**src/rtl/serial_ram_frame_buffer.sv**
```systemverilog
// Serial-in sample buffer with auto-incrementing write pointer, registered random-access
// read port, frame restart, fill tracking and full/overflow status.
module serial_ram_frame_buffer #(
    parameter int DATA_WIDTH    = 8,
    parameter int ADDRESS_WIDTH = 6,
    parameter int WRAP_MODE     = 0
) (
    input  logic                     clk,
    input  logic                     rst_n,
    input  logic                     frame_start,
    input  logic [DATA_WIDTH-1:0]    data_in,
    input  logic                     data_in_valid,
    input  logic [ADDRESS_WIDTH-1:0] addr,
    output logic [DATA_WIDTH-1:0]    data,
    output logic [ADDRESS_WIDTH-1:0] wr_ptr,
    output logic [ADDRESS_WIDTH:0]   fill_count,
    output logic                     full,
    output logic                     overflow,
    output logic                     frame_done
);

    localparam logic [1:0] ST_EMPTY   = 2'd0;
    localparam logic [1:0] ST_FILLING = 2'd1;
    localparam logic [1:0] ST_FULL    = 2'd2;

    localparam int                   DEPTH   = 1 << ADDRESS_WIDTH;
    localparam logic [ADDRESS_WIDTH:0] DEPTH_C = (ADDRESS_WIDTH+1)'(DEPTH);
    localparam logic [ADDRESS_WIDTH:0] LAST_C  = (ADDRESS_WIDTH+1)'(DEPTH - 1);
    localparam logic                 WRAP_C  = (WRAP_MODE != 0);

    logic [DATA_WIDTH-1:0]    mem_r [DEPTH];
    logic [1:0]               state_r;
    logic [ADDRESS_WIDTH-1:0] wr_ptr_r;
    logic [ADDRESS_WIDTH:0]   fill_count_r;
    logic                     full_r;
    logic                     overflow_r;
    logic                     frame_done_r;
    logic [DATA_WIDTH-1:0]    data_r;

    logic [1:0]               base_state_s;
    logic [ADDRESS_WIDTH-1:0] base_ptr_s;
    logic [ADDRESS_WIDTH:0]   base_count_s;
    logic                     base_overflow_s;
    logic                     accept_s;
    logic                     ovf_event_s;
    logic [1:0]               state_nxt_s;
    logic [ADDRESS_WIDTH-1:0] wr_ptr_nxt_s;
    logic [ADDRESS_WIDTH:0]   fill_count_nxt_s;
    logic                     overflow_nxt_s;
    logic                     frame_done_nxt_s;
    logic                     full_nxt_s;

    // Next-state logic: a restart is applied first so a same-cycle sample lands at address 0
    always_comb begin
        base_state_s     = state_r;
        base_ptr_s       = wr_ptr_r;
        base_count_s     = fill_count_r;
        base_overflow_s  = overflow_r;
        accept_s         = 1'b0;
        ovf_event_s      = 1'b0;
        state_nxt_s      = ST_EMPTY;
        wr_ptr_nxt_s     = wr_ptr_r;
        fill_count_nxt_s = fill_count_r;
        overflow_nxt_s   = overflow_r;
        frame_done_nxt_s = 1'b0;
        full_nxt_s       = 1'b0;

        if (frame_start) begin
            base_state_s    = ST_EMPTY;
            base_ptr_s      = {ADDRESS_WIDTH{1'b0}};
            base_count_s    = {(ADDRESS_WIDTH+1){1'b0}};
            base_overflow_s = 1'b0;
        end else begin
            base_state_s    = state_r;
            base_ptr_s      = wr_ptr_r;
            base_count_s    = fill_count_r;
            base_overflow_s = overflow_r;
        end

        if (data_in_valid) begin
            case (base_state_s)
                ST_EMPTY, ST_FILLING: begin
                    accept_s    = 1'b1;
                    ovf_event_s = 1'b0;
                end
                ST_FULL: begin
                    accept_s    = WRAP_C;
                    ovf_event_s = 1'b1;
                end
                default: begin
                    accept_s    = 1'b0;
                    ovf_event_s = 1'b0;
                end
            endcase
        end else begin
            accept_s    = 1'b0;
            ovf_event_s = 1'b0;
        end

        if (accept_s) begin
            wr_ptr_nxt_s = base_ptr_s + ADDRESS_WIDTH'(1);
        end else begin
            wr_ptr_nxt_s = base_ptr_s;
        end

        // Count saturates at DEPTH, so frame_done can only fire once per frame
        if (accept_s && (base_count_s != DEPTH_C)) begin
            fill_count_nxt_s = base_count_s + (ADDRESS_WIDTH+1)'(1);
            frame_done_nxt_s = (base_count_s == LAST_C);
        end else begin
            fill_count_nxt_s = base_count_s;
            frame_done_nxt_s = 1'b0;
        end

        overflow_nxt_s = base_overflow_s | ovf_event_s;
        full_nxt_s     = (fill_count_nxt_s == DEPTH_C);

        if (full_nxt_s) begin
            state_nxt_s = ST_FULL;
        end else if (fill_count_nxt_s == {(ADDRESS_WIDTH+1){1'b0}}) begin
            state_nxt_s = ST_EMPTY;
        end else begin
            state_nxt_s = ST_FILLING;
        end
    end

    // Control and status registers
    always_ff @(posedge clk or negedge rst_n) begin
        if (!rst_n) begin
            state_r      <= ST_EMPTY;
            wr_ptr_r     <= {ADDRESS_WIDTH{1'b0}};
            fill_count_r <= {(ADDRESS_WIDTH+1){1'b0}};
            full_r       <= 1'b0;
            overflow_r   <= 1'b0;
            frame_done_r <= 1'b0;
        end else begin
            state_r      <= state_nxt_s;
            wr_ptr_r     <= wr_ptr_nxt_s;
            fill_count_r <= fill_count_nxt_s;
            full_r       <= full_nxt_s;
            overflow_r   <= overflow_nxt_s;
            frame_done_r <= frame_done_nxt_s;
        end
    end

    // Sample storage write port (no reset on the array)
    always_ff @(posedge clk) begin
        if (accept_s) begin
            mem_r[base_ptr_s] <= data_in;
        end
    end

    // Registered read port; old content is returned on a same-address write
    always_ff @(posedge clk or negedge rst_n) begin
        if (!rst_n) begin
            data_r <= {DATA_WIDTH{1'b0}};
        end else begin
            data_r <= mem_r[addr];
        end
    end

    assign data       = data_r;
    assign wr_ptr     = wr_ptr_r;
    assign fill_count = fill_count_r;
    assign full       = full_r;
    assign overflow   = overflow_r;
    assign frame_done = frame_done_r;

endmodule
```
**config.mk**
```make
export PLATFORM = sky130hd
export DESIGN_NAME = serial_ram_frame_buffer
export DESIGN_NICKNAME = d
export VERILOG_FILES = /design/src/rtl/serial_ram_frame_buffer.sv
export SDC_FILE = /design/constraint.sdc
export NUM_CORES = 1
export LEC_CHECK = 0
export BUFFER_PORTS_ARGS = -buffer_cell sky130_fd_sc_hd__buf_2
export CAP_MARGIN = 30
export CELL_PAD_IN_SITES_DETAIL_PLACEMENT = 1
export CELL_PAD_IN_SITES_GLOBAL_PLACEMENT = 1
export CORE_MARGIN = 2
export CORE_UTILIZATION = 50
export DETAILED_ROUTE_END_ITERATION = 7
export PLACE_DENSITY_LB_ADDON = 0.1
export SLEW_MARGIN = 25
export SYNTH_ARGS = -nofsm -noshare
export SYNTH_HDL_FRONTEND = slang
export SYNTH_SLANG_ARGS = --single-unit
```
**constraint.sdc**
```tcl
create_clock -name clk -period 1.9 [get_ports clk]
set_input_delay 0.38 -clock clk [delete_from_list [all_inputs] [get_ports clk]]
set_output_delay 0.38 -clock clk [all_outputs]
set_load 0.1 [all_outputs]
```
==> results by group, run 1 <==
Logic synthesis
  • Synth Flop Type: edfxtp_1
  • Synth Cell Area: around 0.021 mm²
  • Post-synth EDFFs: 512
  • Most frequent cell after synthesis: edfxtp_1
  • Yosys cell types: between 50 and 60
  • Top post-synthesis cells by area: edfxtp_1, mux4_2, dfrtp_1
  • YS warnings: 0
  • Synth cell count leaders: edfxtp_1, mux4_2, nor2_1
  • Synth async-reset ratio: 0.0466
  • Yosys top cell by area: edfxtp_1
  • Post-Synthesis Net Count: around 1000
  • Mapped Avg Cell Area: between 20 and 25 µm²
  • Flops & latches, synth: 537
  • Seq/Total Area, Yosys: 0.759
  • Top cell type's share of synthesized area: 0.729
  • Mapped Cells: slightly above 1000

Worst setup path
  • CP arrival: about 2.2 ns
  • Crit path max fanout: 6
  • CP Cell Sequence: buf_6 > a21boi_4 > o211ai_1 > buf_4 > buf_12 > nor2_4 > buf_12
  • Nature of the critical path startpoint: flop
  • Worst path slowest cell: dfrtp_4
  • Crit Path Class: reg -> reg
  • Most used cell, CP: buf_12
  • CP max stage delay: roughly 0.50 ns
  • RR Endpoint: mem_r[24][1]$_DFFE_PP_
  • R2r setup slk: -0.01 ns
  • Reg-to-reg startpoint: full$_DFF_PN0_
  • Worst setup EP type: flop
  • Req. time, crit path: between 2 and 2.5 ns
  • Worst R2R Path Depth: 7

Timing
  • Max-slew headroom: 0.432
  • Clk_skew: 0.0242 ns
  • RSZ-0062 raised after global routing: yes
  • Final WS setup: -0.0137 ns
  • Worst-Margin Slew: 0.852 ns
  • Crit share post-route: 1.01
  • Final hold viol count: 0
  • Setup-failing EPs final: 6
  • FMAX: between 500 and 600 MHz
  • Minimum clock period: between 1.5 and 2 ns
  • Max Transition Viols Final: 0

Floorplan
  • Chip height: 209 µm
  • Starting Density: 0.505
  • Core area: between 0.04 and 0.05 mm²
  • Die area: between 0.04 and 0.05 mm²
  • # rows: 75
  • IO Pins: between 40 and 50
  • Die span in x: 209 µm

Global routing
  • Vias in the first global route: approximately 12000
  • First-pass GRT wire length: around 78000 µm
  • Gr usage total: 0.248
  • Largest net degree at the start of global routing: 65
  • Antenna violations before repair: 0
  • GRT Residual Overflow: 0

Routing
  • Total Routed Length: about 52000 µm
  • DRT iter0 DRCs: roughly 860
  • Routed Antenna Nets: 0
  • Vias: roughly 11000
  • Initial DRT Pass Iterations: 5
  • # DRC: 0
  • Drt via density: roughly 6.0
  • Post-DR wirelength/cell: about 28 µm

Status
  • Failing checks: setup timing
  • Run status: complete, but fails checks

Power
  • Worst VDD drop: between 0.7 and 0.8 mV
  • Leak: 8.83 nW
  • Pwr/cell area: ~960 mW/mm²
  • Pwr Total: roughly 26 mW

Worst hold path
  • Worst hold path cell count: 3
  • Beginning of the worst hold path: frame_start
  • Worst hold path type: in -> reg
  • Hold EP: wr_ptr[4]$_DFF_PN0_

Job
  • Max-Cap Viols: 0

Placed design
  • GPL Wtd Cong: around 0.86
  • Post-DP HPWL: approximately 33000 µm
  • Post-Place Cells: 1738
  • IO buf count: a little over 40

Clock tree
  • Clock Tree Buf Depth: 3
  • CTS tree: built
  • H-Tree Depth: 2
  • Clock root cell: clkbuf_16
  • Worst-Skew Late Latency: a little over 0.6 ns
  • Clock Pin Slew Worst Setup and Hold Paths: approximately 0.060 ns
  • Clock Sinks: 537
  • CTS Buf Count: 53

Final layout
  • Area of the multi-input gates: roughly 0.0054 mm²
  • Antenna Cells: 0
  • Non-filler cells, final: ~1900
  • Layout cells sized above 1: 0.422
  • Fill cells: 3406
  • Register area: 0.0160 mm²
  • # nets final: ~1300
  • Area Growth Syn to Fin: 26.6%
logic make-up (layout without fill, tap and decap cells):
kind of cell	count (synthesis)	after routing	synth area share
buffers and inverters	62	345	0.0174
AO/OA/AOI/OAI	88	88	0.0308
AND/OR/NAND/NOR	171	171	0.0369
multiplexers	161	161	0.151
XOR/XNOR	8	8	0.00332
adder cells (fa/ha/maj)	2	2	0.00119
flip-flops	537	537	0.759
layer usage:
layer,track usage,share of wire
met2,0.403,0.50
met4,0.0759,0.025
met3,0.0401,0.057
met1,0.349,0.42
met5,0,0
per-stage QoR:
step           TNS, ns  instance area, µm²  utilization  setup WS [ns]  hold WS, ns
2_1_floorplan   -58.09               21700            -         -0.376       0.0844
3_3_place_gp    -12.22               24400        0.584         -0.474        0.464
3_5_place_dp    -22.15               24400        0.584         -0.474        0.465
4_1_cts        -0.0327               26400        0.631        -0.0157        0.126
5_1_grt          -1.36               26700        0.639        -0.0608        0.171
6_report       -0.0528               26700        0.639        -0.0137        0.153
cell usage in the layout, fill, tap and decap left out, types with 14 or more instances in the layout:
master       n
edfxtp_1   512
buf_4      121
mux4_2     112
buf_12      76
nor2_4      59
clkbuf_16   55
mux2i_1     30
buf_2       25
nor2_1      23
nand2_1     19
a211oi_1    14
buf_6       14
what timing repair did:
item / in CTS / in global routing
hold endpoints to repair: 25 / 0
endpoints found under the setup margin: 89 / 329
gates resized for setup: 29 / 36
pin swaps: 9 / 20
buffers inserted: 5 / 12
hold buffers: 1 / 0
critical path: cells and delay by family, from the launching register on:
kind	cells	cell delay [ns]
flops	1	0.50
compound gates	2	0.32
simple gates	1	0.15
buf+inv	4	0.64
registers in the layout, summed over array words and instances, names as in the netlist:
name	flops
full	1
data	8
frame_done	1
state_r	1
fill_count	7
overflow	1
mem_r	512
wr_ptr	6
worst max-delay path by stage:
stage	start	to	slack (ns)	cells past startpoint
floorplan	full$_DFF_PN0_	mem_r[10][0]$_DFFE_PP_	-0.38	4
global placement	addr[1]	data[3]$_DFF_PN0_	-0.47	8
detailed placement	addr[1]	data[3]$_DFF_PN0_	-0.47	8
CTS	full$_DFF_PN0_	full$_DFF_PN0_	-0.02	7
global route	full$_DFF_PN0_	mem_r[24][4]$_DFFE_PP_	-0.06	7
finish	full$_DFF_PN0_	mem_r[24][1]$_DFFE_PP_	-0.01	7
report_power, final:
group          switching [mW]  internal, mW  leakage [nW]  total (mW)
combinational            1.09         0.661          3.05        1.75
clock                    4.37          6.51         0.882        10.9
sequential             0.0603          13.0          4.91        13.1
total                    5.53          20.2          8.83        25.7
area by class of cell:
type,instances,share of cell area
tap,539,0.0253
sequential,537,0.601
clock buffer,67,0.0548
clock inverter,29,0.0131
multi-input combinational,430,0.201
timing repair buffer,240,0.103
inverter,9,0.00127
(Power assumes the default switching activity.)
==> inputs of run 2 (changes only) <==
--- a/config.mk
+++ b/config.mk
@@ -9,6 +9,7 @@
 export CAP_MARGIN = 30
 export CELL_PAD_IN_SITES_DETAIL_PLACEMENT = 1
 export CELL_PAD_IN_SITES_GLOBAL_PLACEMENT = 1
+export CORE_ASPECT_RATIO = 1.25
 export CORE_MARGIN = 2
 export CORE_UTILIZATION = 50
 export DETAILED_ROUTE_END_ITERATION = 7
==> results by group, run 2 (same netlist as run 1, synthesis figures left out) <==
Placed design
  • IO buf count: 41 (unchanged)
  • Post-Place Cells: 1763 (+1.4%)
  • Post-DP HPWL: 34800 µm (+4.8%)
  • GPL Wtd Cong: 0.814 (-5.0%)

Global routing
  • Gr usage total: 0.251 (+0.00304)
  • GRT Residual Overflow: 0 (unchanged)
  • Largest net degree at the start of global routing: 65 (unchanged)
  • Antenna violations before repair: 0 (unchanged)
  • First-pass GRT wire length: 79500 µm (+1.4%)
  • Vias in the first global route: 11925 (+0.81%)

Final layout
  • Area Growth Syn to Fin: 24.5%
  • Antenna Cells: 0 (unchanged)
  • Largest register by flop count: mem_r
  • # nets final: 1289 (-0.15%)
  • Non-filler cells, final: 1869 (+0.97%)
  • Commonest non-fill, non-tap cells in the layout: edfxtp_1, buf_4, mux4_2, buf_12, nor2_4
  • Layout cells sized above 1: 0.405 (-0.0177)
  • Max reg flops: 512 (unchanged)
  • Most common cell after layout, fill and taps aside: edfxtp_1
  • Fill cells: 3574 (+4.9%)

Power
  • Pwr/cell area: 938 mW/mm² (-2.7%)
  • Switching fraction of total power: 0.219 (+0.00465)
  • Combinational power share: 0.073 (+0.005)
  • Clock Power Share: 0.397 (-0.026)
  • Sequential power share: 0.531 (+0.022)
  • Net Sw Power: 5.41 mW (-2.2%)
  • Power Internal: 19.2 mW (-4.8%)
  • Leak: 8.66 nW (-2.0%)
  • Worst VDD drop: 0.626 mV (-13%)

Clock tree
  • H-Tree Depth: 2 (unchanged)
  • Clock Pin Slew Worst Setup and Hold Paths: 0.06 ns (about the same)
  • Clock Tree Buf Depth: 3 (unchanged)
  • Worst-Skew Late Latency: 0.57 ns (-0.04 ns)
  • CTS Buf Count: 51 (-3.8%)
  • Clock Sinks: 537 (unchanged)
  • Clock root cell: clkbuf_16
  • CTS tree: built

Job
  • Max-Cap Viols: 0 (unchanged)

Worst setup path
  • Req. time, crit path: 2.14 ns (-0.08 ns)
  • Worst setup EP type: flop
  • Worst path slowest cell: dfrtp_4
  • Crit path max fanout: 8 (+2)
  • Reg-to-reg startpoint: full$_DFF_PN0_
  • CP delay by family, top: simple AND/OR/NAND/NOR gates
  • WP buf/inv: 1 (-3)
  • RR Endpoint: mem_r[14][7]$_DFFE_PP_
  • Worst R2R Path Depth: 5 (-2)
  • Crit Path Class: reg -> reg
  • CP arrival: 2.12 ns (-0.11 ns)
  • CP Cell Sequence: inv_2 > and4_4 > nor2b_4 > nand2_8 > nor2_4
  • R2r setup slk: 0.02 ns (+0.03 ns)
  • Nature of the critical path startpoint: flop
  • CP max stage delay: 0.52 ns (+0.02 ns)

Worst hold path
  • Worst hold path type: in -> reg
  • Beginning of the worst hold path: frame_start
  • Worst hold path cell count: 4 (+1)
  • Hold EP: fill_count[1]$_DFF_PN0_

Routing
  • Initial DRT Pass Iterations: 5 (unchanged)
  • Drt via density: 5.90 (-1.7%)
  • DRT iter0 DRCs: 761 (-11%)
  • Total Routed Length: 53100 µm (+1.2%)
  • Post-DR wirelength/cell: 28.4 µm (+0.24%)
  • Vias: 11027 (-0.72%)
  • # DRC: 0 (unchanged)
  • Routed Antenna Nets: 0 (unchanged)

Timing
  • Clk_skew: 0.0142 ns (-0.00995 ns)
  • Setup-failing EPs final: 0 (-6)
  • Max-slew headroom: 0.481 (+0.0490)
  • WHS: 0.165 ns (+0.0125 ns)
  • Final hold viol count: 0 (unchanged)
  • Crit share post-route: 0.990 (-0.0176)
  • RSZ-0062 raised after global routing: yes
  • Worst-Margin Slew: 0.779 ns (-0.0735 ns)
  • Max Transition Viols Final: 0 (unchanged)
  • FMAX: 532 MHz (+1.8%)
  • Minimum clock period: 1.88 ns (-0.0335 ns)

Status
  • Run status: completed

Floorplan
  • Core area: 0.0418 mm² (+0.17%)
  • IO Pins: 42 (unchanged)
  • # rows: 84 (+12%)
  • Chip height: 234 µm (+12%)
  • Starting Density: 0.504 (-0.000861)
  • Die area: 0.0438 mm² (about the same)
  • Die span in x: 188 µm (-10%)
-- run 2: layout make-up --
cell class / instances / area (µm²) / share of cell area
Timing Repair Buffer: 240 / 2590 / 0.0988
Sequential cell: 537 / 16000 / 0.611
Inverter: 9 / 33.8 / 0.00129
Clock buffer: 68 / 1380 / 0.0527
Multi-Input combinational cell: 430 / 5310 / 0.202
Tap cell: 559 / 699 / 0.0266
Clock inverter: 26 / 200 / 0.00762
-- run 2: timing repair --
action	in CTS	in global routing
hold buffers	1	0
pin swaps	7	8
endpoints found under the hold margin	17	0
gates resized for setup	7	23
endpoints found under the setup margin	96	160
buffers inserted	8	3
-- run 2: how the worst max path moves through the flow --
stage	start	to	slack [ns]	depth (start not counted)
6_report	full$_DFF_PN0_	mem_r[14][7]$_DFFE_PP_	0.02	5
3_3_place_gp	addr[0]	data[2]$_DFF_PN0_	-0.52	7
4_1_cts	full$_DFF_PN0_	mem_r[14][7]$_DFFE_PP_	-0.001	5
3_5_place_dp	addr[0]	data[2]$_DFF_PN0_	-0.53	7
5_1_grt	full$_DFF_PN0_	mem_r[14][7]$_DFFE_PP_	-0.05	5
2_1_floorplan	full$_DFF_PN0_	mem_r[10][0]$_DFFE_PP_	-0.38	4
-- run 2: through the flow --
| step | power, mW | worst slack [ns] | TNS [ns] | area (µm²) | util |
|---|---|---|---|---|---|
| CTS | 24.8 | -0.00141 | -0.00141 | 26100 | 0.625 |
| finish | 24.6 | 0.0198 | 0 | 26300 | 0.628 |
| global route | 25.3 | -0.0461 | -0.328 | 26300 | 0.628 |
| detailed placement | 15.1 | -0.531 | -29.71 | 24400 | 0.583 |
| global placement | 15.1 | -0.522 | -24.35 | 24400 | 0.583 |
| floorplan | 14.3 | -0.376 | -58.09 | 21700 | - |
-- run 2: worst register-to-register path, cell delays in order, from the launching register on --
cell and delay, ns:
dfrtp_4 0.52, inv_2 0.07, and4_4 0.23, nor2b_4 0.25, nand2_8 0.19, nor2_4 0.31
-- run 2: power by group through the flow --
stage,registers [mW],clock network (mW),logic [mW]
2_1_floorplan,13.6,0,0.701
3_3_place_gp,13.3,0,1.74
3_5_place_dp,13.3,0,1.78
4_1_cts,13.1,9.96,1.79
5_1_grt,13.1,10.4,1.89
6_report,13.1,9.77,1.79
-- run 2: routing by layer --
metal | wire, µm | vias to the layer above | global-route usage
met5 | 0 | - | 0
met4 | 1420 | 0 | 0.0696
met3 | 2760 | 80 | 0.0344
met2 | 28100 | 293 | 0.450
met1 | 20800 | 5904 | 0.322
li1 | - | 4750 | -
==> inputs of run 3 (changes only) <==
--- a/config.mk
+++ b/config.mk
@@ -5,13 +5,13 @@
 export SDC_FILE = /design/constraint.sdc
 export NUM_CORES = 1
 export LEC_CHECK = 0
-export BUFFER_PORTS_ARGS = -buffer_cell sky130_fd_sc_hd__buf_2
+export BUFFER_PORTS_ARGS = -buffer_cell sky130_fd_sc_hd__clkbuf_2
 export CAP_MARGIN = 30
 export CELL_PAD_IN_SITES_DETAIL_PLACEMENT = 1
 export CELL_PAD_IN_SITES_GLOBAL_PLACEMENT = 1
-export CORE_ASPECT_RATIO = 1.25
 export CORE_MARGIN = 2
-export CORE_UTILIZATION = 50
+export CORE_UTILIZATION = 52
+export CTS_BUF_LIST = sky130_fd_sc_hd__clkbuf_2 sky130_fd_sc_hd__clkbuf_4 sky130_fd_sc_hd__clkbuf_8
 export DETAILED_ROUTE_END_ITERATION = 7
 export PLACE_DENSITY_LB_ADDON = 0.1
 export SLEW_MARGIN = 25
==> results by group, run 3 (same netlist as run 1, synthesis figures left out) <==
Timing
  • Clk_skew: 0.0274 ns (+0.0132 ns)
  • Max Transition Viols Final: 0 (unchanged)
  • Worst-Margin Slew: 0.820 ns (+0.0411 ns)
  • Final WS setup: -0.00829 ns (-0.0280 ns)
  • FMAX: 524 MHz (-1.5%)
  • Setup-failing EPs final: 6 (+6)
  • Minimum clock period: 1.91 ns (+0.0280 ns)
  • Crit share post-route: 1.00 (+0.0148)
  • RSZ-0062 raised after global routing: yes
  • Final hold viol count: 0 (unchanged)
  • Max-slew headroom: 0.453 (-0.0274)
  • Setup TNS Final: -0.0223 ns (-0.0223 ns)

Job
  • Max-Cap Viols: 0 (unchanged)

Placed design
  • GPL Wtd Cong: 0.849 (+4.3%)
  • Post-DP HPWL: 34500 µm (-0.80%)
  • IO buf count: 41 (unchanged)

Global routing
  • Vias in the first global route: 12224 (+2.5%)
  • Gr usage total: 0.269 (+0.0188)
  • First-pass GRT wire length: 80800 µm (+1.6%)
  • GRT Residual Overflow: 0 (unchanged)
  • Largest net degree at the start of global routing: 65 (unchanged)
  • Antenna violations before repair: 0 (unchanged)

Routing
  • Post-DR wirelength/cell: 28.5 µm (+0.13%)
  • Total Routed Length: 54300 µm (+2.3%)
  • Vias: 11347 (+2.9%)
  • Initial DRT Pass Iterations: 5 (unchanged)
  • Drt via density: 5.94 (+0.75%)
  • # DRC: 0 (unchanged)
  • Routed Antenna Nets: 0 (unchanged)
  • DRT iter0 DRCs: 969 (+27%)

Clock tree
  • CTS tree: built
  • Clock Pin Slew Worst Setup and Hold Paths: 0.06 ns (about the same)
  • Worst-Skew Late Latency: 0.64 ns (+0.07 ns)
  • Clock root cell: clkbuf_8
  • Clock Sinks: 537 (unchanged)
  • Clock Tree Buf Depth: 3 (unchanged)
  • H-Tree Depth: 3 (+1)
  • CTS Buf Count: 86 (+69%)

Final layout
  • Layout cells sized above 1: 0.437 (+0.0326)
  • Largest register by flop count: mem_r
  • Antenna Cells: 0 (unchanged)
  • Fill cells: 3291 (-7.9%)
  • Area Growth Syn to Fin: 25.3%
  • Max reg flops: 512 (unchanged)
  • Most common cell after layout, fill and taps aside: edfxtp_1
  • Commonest non-fill, non-tap cells in the layout: edfxtp_1, buf_4, mux4_2, clkbuf_8, buf_12
  • # nets final: 1336 (+3.6%)

Worst setup path
  • CP arrival: 2.20 ns (+0.08 ns)
  • Worst path slowest cell: dfrtp_4
  • Crit Path Class: reg -> reg
  • Req. time, crit path: 2.19 ns (+0.05 ns)
  • Nature of the critical path startpoint: flop
  • Worst setup EP type: flop
  • CP Cell Sequence: inv_2 > and4_1 > nor2b_4 > buf_12 > nand2_8 > nor2_4
  • Reg-to-reg startpoint: full$_DFF_PN0_
  • Crit path max fanout: 8 (unchanged)
  • RR Endpoint: mem_r[62][4]$_DFFE_PP_
  • Worst R2R Path Depth: 6 (+1)
  • R2r setup slk: -0.008 ns (-0.03 ns)
  • CP max stage delay: 0.52 ns (about the same)

Worst hold path
  • Worst hold path cell count: 3 (-1)
  • Worst hold path type: in -> reg
  • Beginning of the worst hold path: frame_start
  • Hold EP: fill_count[6]$_DFF_PN0_

Power
  • Leak: 8.78 nW (+1.3%)
  • Pwr/cell area: 921 mW/mm² (-1.8%)
  • Pwr Total: 24.3 mW (-1.2%)
  • Worst VDD drop: 0.717 mV (+15%)

Status
  • Run status: complete, but fails checks
  • Failing checks: setup timing

Floorplan
  • Chip height: 205 µm (-12%)
  • Die area: 0.0422 mm² (-3.8%)
  • IO Pins: 42 (unchanged)
  • # rows: 73 (-13%)
  • Core area: 0.0399 mm² (-4.6%)
  • Starting Density: 0.528 (+0.0242)
  • Die span in x: 205 µm (+9.4%)
==> run 3: cell count changes in the layout (fill, tap and decap cells not counted), sizes merged <==
cell	before	now
buf	238	214
dlygate4sd3	1	2
clkbuf	69	140
clkinv	20	44
inv	10	9
clkinvlp	2	6
bufinv	3	2
==> run 3: power by group <==
group	internal (mW)	switching, mW
clock	4.89	4.52
sequential	13.0	0.0557
combinational	0.709	1.12
total	18.6	5.69
==> run 3: repair_timing <==
| action | CTS | global route |
|---|---|---|
| setup endpoints to repair | 103 | 255 |
| hold endpoints to repair | 18 | 0 |
| setup buffers | 11 | 6 |
| pin swaps | 8 | 16 |
| cloned | 0 | 1 |
| hold buffers | 2 | 0 |
| resized for setup | 30 | 41 |
==> run 3: layer usage <==
metal,wire (µm),global-route usage,share of wire
met5,0,0,0
met4,1010,0.0784,0.019
met3,3690,0.0527,0.068
met2,26600,0.430,0.49
met1,23000,0.382,0.42
==> run 3: critical path: cells and delay by family (launching register included) <==
kind,cells,cell delay [ns]
AND/OR/NAND/NOR,4,0.83
flip-flops,1,0.52
buffers and inverters,2,0.20
==> run 3: area by class of cell <==
| class | count | area, µm² | share of cell area |
|---|---|---|---|
| sequential | 537 | 16000 | 0.607 |
| clock inverter | 52 | 292 | 0.0110 |
| clock buffer | 104 | 1330 | 0.0502 |
| inverter | 9 | 33.8 | 0.00128 |
| multi-input combinational | 430 | 5360 | 0.203 |
| tap | 525 | 657 | 0.0249 |
| timing repair buffer | 252 | 2700 | 0.102 |
==> run 3: worst max-delay path by stage <==
stage	from	end	slack, ns	cells after the start
after floorplan	full$_DFF_PN0_	mem_r[10][0]$_DFFE_PP_	-0.38	4
after global placement	addr[0]	data[0]$_DFF_PN0_	-0.40	7
after detailed placement	addr[0]	data[4]$_DFF_PN0_	-0.44	7
after CTS	wr_ptr[0]$_DFF_PN0_	wr_ptr[0]	-0.04	2
after global routing	full$_DFF_PN0_	mem_r[20][0]$_DFFE_PP_	-0.07	7
final	full$_DFF_PN0_	mem_r[62][4]$_DFFE_PP_	-0.008	6
==> run 3: through the flow <==
step,util,cells,instance area (µm²),hold slack (ns),worst slack (ns)
2_1_floorplan,-,1029,21700,0.0844,-0.376
3_3_place_gp,0.607,1734,24200,0.385,-0.405
3_5_place_dp,0.607,1734,24200,0.381,-0.439
4_1_cts,0.655,1902,26100,0.0182,-0.0400
5_1_grt,0.662,1909,26400,0.0576,-0.0683
6_report,0.662,1909,26400,0.0876,-0.00829
